$ cat src/rtl/l2_per_bridge_router.sv
// Peripheral-side router behind the L2 demux: decodes one request against N address
// ranges, forwards it to the matching bridge, and returns its response or an error.
module l2_per_bridge_router #(
  parameter int ADDR_WIDTH     = 32,
  parameter int DATA_WIDTH     = 32,
  parameter int BE_WIDTH       = DATA_WIDTH / 8,
  parameter int TAG_WIDTH      = DATA_WIDTH / 8,
  parameter int AUX_WIDTH      = 4,
  parameter int N_PERIPHS      = 2,
  parameter int TIMEOUT_CYCLES = 256
) (
  input  logic                                  clk,
  input  logic                                  rst_n,

  input  logic                                  data_req_i,
  input  logic [ADDR_WIDTH-1:0]                 data_add_i,
  input  logic                                  data_wen_i,
  input  logic [DATA_WIDTH-1:0]                 data_wdata_i,
  input  logic [TAG_WIDTH-1:0]                  data_wtag_i,
  input  logic [BE_WIDTH-1:0]                   data_be_i,
  input  logic [AUX_WIDTH-1:0]                  data_aux_i,
  output logic                                  data_gnt_o,
  output logic                                  data_r_valid_o,
  output logic [DATA_WIDTH-1:0]                 data_r_rdata_o,
  output logic [TAG_WIDTH-1:0]                  data_r_rtag_o,
  output logic                                  data_r_opc_o,
  output logic [AUX_WIDTH-1:0]                  data_r_aux_o,

  output logic [N_PERIPHS-1:0]                  per_req_o,
  output logic [ADDR_WIDTH-1:0]                 per_add_o,
  output logic                                  per_wen_o,
  output logic [DATA_WIDTH-1:0]                 per_wdata_o,
  output logic [BE_WIDTH-1:0]                   per_be_o,
  input  logic [N_PERIPHS-1:0]                  per_gnt_i,
  input  logic [N_PERIPHS-1:0]                  per_r_valid_i,
  input  logic [N_PERIPHS-1:0][DATA_WIDTH-1:0]  per_r_rdata_i,
  input  logic [N_PERIPHS-1:0]                  per_r_opc_i,

  input  logic [N_PERIPHS-1:0][ADDR_WIDTH-1:0]  PER_START_ADDR,
  input  logic [N_PERIPHS-1:0][ADDR_WIDTH-1:0]  PER_END_ADDR,

  output logic                                  err_timeout_o
);

  localparam int SEL_W = (N_PERIPHS > 1) ? $clog2(N_PERIPHS) : 1;
  localparam int CNT_W = (TIMEOUT_CYCLES > 1) ? $clog2(TIMEOUT_CYCLES) : 1;
  localparam logic [CNT_W-1:0] CNT_LAST =
    (TIMEOUT_CYCLES > 0) ? CNT_W'(TIMEOUT_CYCLES - 1) : '0;
  localparam logic [31:0]           ERR_WORD  = 32'hBADACCE5;
  localparam logic [DATA_WIDTH-1:0] ERR_RDATA = DATA_WIDTH'(ERR_WORD);

  localparam logic [1:0] S_IDLE      = 2'd0;
  localparam logic [1:0] S_WAIT_RESP = 2'd1;
  localparam logic [1:0] S_ERR_RESP  = 2'd2;

  logic [1:0]           state_q, state_d;
  logic [SEL_W-1:0]     sel_q;
  logic [AUX_WIDTH-1:0] aux_q;
  logic [TAG_WIDTH-1:0] tag_q;
  logic [CNT_W-1:0]     cnt_q;

  logic                 hit;
  logic [SEL_W-1:0]     hit_idx;
  logic                 sel_valid;
  logic                 timeout_hit;

  // Request payload is broadcast; only per_req_o qualifies it.
  assign per_add_o   = data_add_i;
  assign per_wen_o   = data_wen_i;
  assign per_wdata_o = data_wdata_i;
  assign per_be_o    = data_be_i;

  assign data_r_aux_o = aux_q;
  assign sel_valid    = per_r_valid_i[sel_q];
  assign timeout_hit  = (TIMEOUT_CYCLES != 0) && (cnt_q == CNT_LAST);

  // Scanning from the top down lets the lowest matching index overwrite the rest.
  always_comb begin
    hit     = 1'b0;
    hit_idx = '0;
    for (int k = N_PERIPHS - 1; k >= 0; k--) begin
      if ((data_add_i >= PER_START_ADDR[k]) && (data_add_i < PER_END_ADDR[k])) begin
        hit     = 1'b1;
        hit_idx = SEL_W'(k);
      end
    end
  end

  // NOTE: every output gets a default first so no path through the case infers a latch.
  always_comb begin
    state_d        = state_q;
    per_req_o      = '0;
    data_gnt_o     = 1'b0;
    data_r_valid_o = 1'b0;
    data_r_rdata_o = '0;
    data_r_opc_o   = 1'b0;
    data_r_rtag_o  = '0;
    err_timeout_o  = 1'b0;

    case (state_q)
      S_IDLE: begin
        if (data_req_i) begin
          if (hit) begin
            per_req_o[hit_idx] = 1'b1;
            data_gnt_o         = per_gnt_i[hit_idx];
            if (per_gnt_i[hit_idx]) state_d = S_WAIT_RESP;
          end else begin
            data_gnt_o = 1'b1;
            state_d    = S_ERR_RESP;
          end
        end
      end
      S_WAIT_RESP: begin
        if (sel_valid) begin
          data_r_valid_o = 1'b1;
          data_r_rdata_o = per_r_rdata_i[sel_q];
          data_r_opc_o   = per_r_opc_i[sel_q];
          data_r_rtag_o  = tag_q;
          state_d        = S_IDLE;
        end else if (timeout_hit) begin
          err_timeout_o = 1'b1;
          state_d       = S_ERR_RESP;
        end
      end
      S_ERR_RESP: begin
        data_r_valid_o = 1'b1;
        data_r_rdata_o = ERR_RDATA;
        data_r_opc_o   = 1'b1;
        data_r_rtag_o  = tag_q;
        state_d        = S_IDLE;
      end
      default: state_d = S_IDLE;
    endcase

    // IDLE handshakes are combinational from data_req_i, so reset must mask them too.
    if (!rst_n) begin
      per_req_o      = '0;
      data_gnt_o     = 1'b0;
      data_r_valid_o = 1'b0;
      data_r_rdata_o = '0;
      data_r_opc_o   = 1'b0;
      data_r_rtag_o  = '0;
      err_timeout_o  = 1'b0;
    end
  end

  // NOTE: state registers use non-blocking assignments so every flop samples pre-edge values.
  always_ff @(posedge clk or negedge rst_n) begin
    if (!rst_n) begin
      state_q <= S_IDLE;
      sel_q   <= '0;
      aux_q   <= '0;
      tag_q   <= '0;
      cnt_q   <= '0;
    end else begin
      state_q <= state_d;
      case (state_q)
        S_IDLE: begin
          if (data_req_i && data_gnt_o) begin
            aux_q <= data_aux_i;
            tag_q <= data_wtag_i;
            if (hit) begin
              sel_q <= hit_idx;
              cnt_q <= '0;
            end
          end
        end
        S_WAIT_RESP: begin
          if (!sel_valid) cnt_q <= cnt_q + 1'b1;
        end
        default: ;
      endcase
    end
  end

endmodule

$ cat config.mk
export PLATFORM = sky130hd
export DESIGN_NAME = l2_per_bridge_router
export DESIGN_NICKNAME = d
export VERILOG_FILES = /design/src/rtl/l2_per_bridge_router.sv
export SDC_FILE = /design/constraint.sdc
export NUM_CORES = 1
export LEC_CHECK = 0
export CORE_AREA = 4 4 149 151
export CTS_CLUSTER_DIAMETER = 50
export DETAILED_ROUTE_END_ITERATION = 10
export DIE_AREA = 0 0 153 155
export GPL_TIMING_DRIVEN = 0
export PLACE_DENSITY = 0.69
export SLEW_MARGIN = 25
export SYNTH_ARGS = -nofsm -noshare
export SYNTH_HDL_FRONTEND = slang
export SYNTH_SLANG_ARGS = --single-unit
$ cat constraint.sdc
create_clock -name clk -period 6.5 [get_ports clk]
set_input_delay 1.3 -clock clk [delete_from_list [all_inputs] [get_ports clk]]
set_output_delay 1.3 -clock clk [all_outputs]
set_load 0.02 [all_outputs]
== Yosys cells after proc, flatten, opt, wreduce, memory -nomap -nowiden ==
Cells that the tools add are included.

* Flip-flop bits (word level): 19
* Input port bits: 278
* Output and inout bits: 115
* Logic and storage cells: 79

* Add/subtract/negate cells: 1
* Magnitude comparators: 7
* Equal/unequal tests: 9
* Multiplexer cells: 47
* Reduce and logical (&&, ||, !) cells: 10

{| class="wikitable"
|+ Operators by type and width
! operator !! count
|-
| 32-bit two-way mux || 4
|-
| 32-bit >= comparator || 2
|-
| 32-bit less-than comparator || 2
|-
| 32-bit case mux with 2 select lines || 1
|-
| 8-bit two-way mux || 3
|-
| 1-bit two-way mux || 22
|-
| 2-bit two-way mux || 9
|-
| 8-bit case mux with 2 select lines || 1
|-
| 8-bit by 1-bit adder with 8-bit output, second input constant || 1
|-
| 8-bit == test, second input constant || 1
|-
| 4-bit two-way mux || 2
|-
| 2-bit inequality test, second input constant || 4
|-
| 4-bit case mux with 2 select lines || 1
|-
| 3-bit inequality test, second input constant || 2
|-
| 3-bit AND reduction || 2
|-
| 1-bit logical AND || 4
|-
| 1-bit by 2-bit less-than comparator with 1-bit output, second input constant || 2
|-
| 1-bit case mux with 2 select lines || 2
|-
| 2-bit case mux with 2 select lines || 1
|-
| 4-bit AND reduction || 1
|-
| 2-bit by 1-bit == test with 1-bit output, second input constant || 1
|-
| 2-bit == test, second input constant || 1
|-
| 2-bit zero test || 1
|-
| 2-bit AND reduction || 1
|-
| 3 further kinds || 3
|}

== Logic depth before layout (Yosys ltp) ==
* Word-level depth: 13
* Mapped depth: 11
* Gate-level depth less buffers: 11

== Worst setup path before layout ==
OpenSTA, ideal clock, no wires.

* Kind: in2out
* From: input PER_END_ADDR[7] (netlist name)
* To: output data_gnt_o
* Arrival: 3.310 ns
* Data required time: 5.200 ns
* Setup slack: 1.890 ns
* Stages on the path: 10
* Buffers on the path: 0
* Path through: inv_1 -> ha_1 -> and3_1 -> a221oi_2 -> o31ai_1 -> a211o_1 -> a31o_1 -> o211ai_2 -> o22ai_2 -> nor2_4

* Word-level cells in the longest chain between the ends: 9
* Elaborated cells on any way between the ends: 10
* Classes of those cells: order compare (1); mux (8); reduce/logical (1)

{| class="wikitable"
|+ RTL lines
! item !! line !! RTL
|-
| from (decl) || 40 || <nowiki>input logic [N_PERIPHS-1:0][ADDR_WIDTH-1:0] PER_END_ADDR,</nowiki>
|-
| 32-bit less-than comparator * || 82 || <nowiki>if ((data_add_i >= PER_START_ADDR[k]) && (data_add_i < PER_END_ADDR[k])) begin</nowiki>
|-
| 1-bit logical AND * || 82 ||
|-
| 1-bit two-way mux || 82 ||
|-
| 1-bit two-way mux (not written as such) (2 in series) || 105 || <nowiki>data_gnt_o = per_gnt_i[hit_idx];</nowiki>
|-
| 1-bit two-way mux * || 103 || <nowiki>if (hit) begin</nowiki>
|-
| 1-bit two-way mux * || 102 || <nowiki>if (data_req_i) begin</nowiki>
|-
| 1-bit two-way mux * || 100 || <nowiki>case (state_q)</nowiki>
|-
| 1-bit two-way mux * || 136 || <nowiki>if (!rst_n) begin</nowiki>
|-
| to (decl) || 22 || <nowiki>output logic data_gnt_o,</nowiki>
|}

Every way passes the cells marked *; elsewhere a longest branch is shown, timed or not. The select of a mux whose other input is x is not followed.

== Final worst setup path ==
* From: input data_add_i[7]
* To: output data_gnt_o

* Word-level cells in the longest chain between the ends: 10
* Elaborated cells on any way between the ends: 15
* Classes of those cells: order compare (4); mux (9); reduce/logical (2)

{| class="wikitable"
|+ RTL lines
! item !! line !! RTL
|-
| from (decl) || 16 || <nowiki>input logic [ADDR_WIDTH-1:0] data_add_i,</nowiki>
|-
| 32-bit >= comparator / 32-bit less-than comparator (equally long branches) || 82 ||
|-
| 1-bit logical AND || 82 ||
|-
| 1-bit two-way mux (2 in series) || 82 ||
|-
| 1-bit two-way mux (not written as such) (2 in series) || 105 ||
|-
| 1-bit two-way mux * || 103 ||
|-
| 1-bit two-way mux * || 102 ||
|-
| 1-bit two-way mux * || 100 ||
|-
| 1-bit two-way mux * || 136 ||
|}

Marks and branches as above.

==> reports/metrics.yaml <==
outcome:
  status: "finished clean"
grt:
  met2_usage_pct: 28.7
  gr-usage-met3_pct: 2.31
  grtUsageMet1_pct: 20.6
  grt_use_total_pct: 16.0
  grt_pass1_wl_mm: 31.4
  antenna_found_initial: 0
  grt-ovfl-total: 0
  first_global_vias: 6095
  grt_max_degree: 26
  grt_busiest_layer: "met2"
timing:
  slew_viol_final: 0
  skew_ps: 1.70
  hold_viol: 0
  setup_viol_count_final: 0
  fin_tns_setup_ps: 0
  final.period_utilization_pct: 97.3
  whs_ps: 496
  maxClockFrequency_ghz: 0.158
  maxSlewHeadroom_pct: 51.4
  tightest_slew_ps: 711
  fin_crit_ps: 6320
  grt_setup_unrepaired: "no"
die:
  io-pin-count: 393
  rows: 53
  fp.dieW_um: 153
  initial_core_util_pct: 25.6
  core_area_um2: 20800
  fp.dieH_um: 155
  die-area_um2: 23700
clock_network:
  insertion_delay_ps: 250
  clk_pin_slew_ps: 50
  holdBufCountCts: 0
  clock_sinks: 19
  htreeDepth: 1
  root_buffer: "clkbuf_16"
  numCtsBuffers: 3
  cts_tree: "yes"
  clock_path_buffers: 2
power:
  combPwrFrac_pct: 75.3
  peakVddDrop_mv: 0.0978
  clkPwrFrac_pct: 10.2
  switching_share_pct: 42.9
  power_uw: 1250
  net-switching-power_uw: 537
  internal_power_uw: 714
  power.density_nw_per_um2: 134
  p_leak_uw: 0.00446
  p_seq_share_pct: 14.5
detailed_routing:
  drtAntennaViolNets: 0
  drt_iter0_markers: 257
  remaining_drc_errors: 0
  wl_per_cell_um: 15.3
  routed_via_density: 4.56
  vias: 6157
  drtPass1Iterations: 4
  wl_mm: 20.7
logic_synthesis:
  syn_inst: 716
  synth.distinct_cells: 52
  ys_ff_latch: 19
  synth_ff_type: "dfrtp_1"
  ys_seq_area_share_pct: 8.91
  synth_edf_count: 0
  synthArstFlopShare_pct: 100
  mappedNetlistArea_um2: 5340
  synthesis.nets: 1124
  yosysWarnings: 0
  syn_avg_cell_area_um2: 7.45
min_path:
  hold_path_class: "register to register"
  worstHoldPathCells: 1
place:
  place.gp.congestion: 0.865
  port_buffers: 355
  place_area_um2: 9230
  dp_hpwl_mm: 18.5
setup_path:
  worstPathRequired_ps: 5200
  critPathArrivalTime_ps: 5020
  cp_max_fo: 9
  start_kind: "input pin"
  path_class: "input pin to output port"
  reg2regPathDepth: 7
  end_kind: "output port"
cells_and_area:
  drive_gt1_share_pct: 8.93
  multiInputGateArea_um2: 3790
  final-seq-area_um2: 475
  synthToLayoutAreaGrowth_pct: 74.5
  n_fill_cell: 2072
  final_core_util_pct: 44.7
  nets: 1484
  fin_area_um2: 9310
  num_antenna_cells: 0
run:
  maxCapViolCount: 0
repair_timing:
| action | 4_1_cts | 5_1_grt |
|---|---|---|
| endpoints found under the setup margin | 1 | 1 |
| setup buffers | 0 | 0 |
| resized for setup | 1 | 1 |
cell usage after synthesis, drive strengths merged, types with 3 or more instances:
| cell type | count | share of area (%) |
|---|---|---|
| a21o | 13 | 1.8 |
| clkbuf | 9 | 0.63 |
| o31ai | 3 | 0.42 |
| o211ai | 4 | 0.66 |
| buf | 72 | 10 |
| nor2 | 50 | 3.7 |
| and3 | 6 | 0.70 |
| nand3 | 16 | 1.5 |
| nor2b | 24 | 2.8 |
| and2 | 7 | 0.82 |
| a2111oi | 3 | 0.84 |
| o21ai | 34 | 3.2 |
| nand4 | 15 | 1.8 |
| mux2 | 9 | 1.9 |
| mux2i | 13 | 2.4 |
| nand2 | 35 | 2.5 |
| inv | 134 | 9.4 |
| a221oi | 6 | 1.1 |
| ha | 130 | 30 |
| nor3 | 4 | 0.38 |
| o22ai | 3 | 0.47 |
| a21oi | 49 | 4.6 |
| a211oi | 23 | 3.2 |
| dfrtp | 19 | 8.9 |
| a211o | 3 | 0.49 |
| and4 | 5 | 0.82 |
| nand2b | 5 | 0.73 |
| o21a | 3 | 0.56 |
registers in the layout, summed over array words and instances, names as in the netlist:
signal        cells
tag_q             4
cnt_q             8
sel_q             1
data_r_aux_o      4
state_q           2
worst max-delay path, cell delays in order:
cell and delay, ps:
clkdlybuf4s50_1 560, ha_1 390, and3_1 220, a221oi_2 260
o31ai_1 150, a211o_1 330, a31o_1 300, o211ai_2 380
o22ai_2 180, nor2_4 260, clkdlybuf4s50_1 670
power groups by stage:
stage               Clock [uW]  Combinational, uW  Sequential (uW)
CTS                        132                950              181
floorplan                    0                511              193
detailed placement           0                943              184
global route               136               1040              188
finish                     127                942              182
global placement             0                933              180
worst paths after layout:
check / startpoint / slack, ps / endpoint
max in group asynchronous: rst_n / 5140 / cnt_q[2]
min: tag_q[0] / 500 / tag_q[0]
min in group asynchronous: rst_n / 1020 / data_r_aux_o[2]
max reg2reg: sel_q / 4160 / state_q[1]
max: data_add_i[7] / 180 / data_gnt_o
min reg2reg: tag_q[0] / 500 / tag_q[0]
layout by cell type (no fill, tap or decap), types with 3 or more instances in the layout:
cell type,netlist,layout
nand3_1,16,16
buf_4,69,69
nor2_1,49,49
o211ai_1,3,3
nor3_1,4,4
dfrtp_1,19,19
ha_1,130,130
inv_1,134,134
nand4_1,15,15
a211o_1,3,3
nand2_1,35,35
a221oi_1,5,5
clkbuf_16,0,3
nor2b_1,24,24
mux2i_1,13,13
nand2b_1,4,4
clkbuf_1,9,9
and3_1,6,6
and4_1,5,5
a211oi_1,23,23
a21oi_1,49,48
a21o_1,13,13
mux2_2,9,9
o31ai_1,3,3
clkdlybuf4s50_1,0,354
and2_1,6,6
o21ai_0,34,33
kinds of logic after synthesis:
| logic type | share of synthesized area (%) |
|---|---|
| fa+ha+maj | 30.5 |
| compound gates | 19.6 |
| flops | 8.91 |
| mux | 4.34 |
| buf+inv | 20.1 |
| simple gates | 16.6 |
cell type report:
class | count | area share [%]
Buffer | 81 | 6.13
Clock buffer | 3 | 0.806
Clock inverter | 1 | 0.0537
Inverter | 134 | 5.40
Multi-Input combinational cell | 482 | 40.7
Sequential cell | 19 | 5.10
Tap cell | 275 | 3.69
Timing Repair Buffer | 355 | 38.1
metrics by stage:
step	setup WS (ps)	instances
2_1_floorplan	1890	716
3_3_place_gp	-83.8	1346
3_5_place_dp	-105	1346
4_1_cts	29.1	1350
5_1_grt	42.4	1350
6_report	179	1350
routing by layer:
layer,wire [um],part of all wire (%)
met1,8850,43
met2,10400,50
met3,1150,5.6
met4,291,1.4
met5,0,0
No activity file was read; power rests on OpenSTA's default activity.
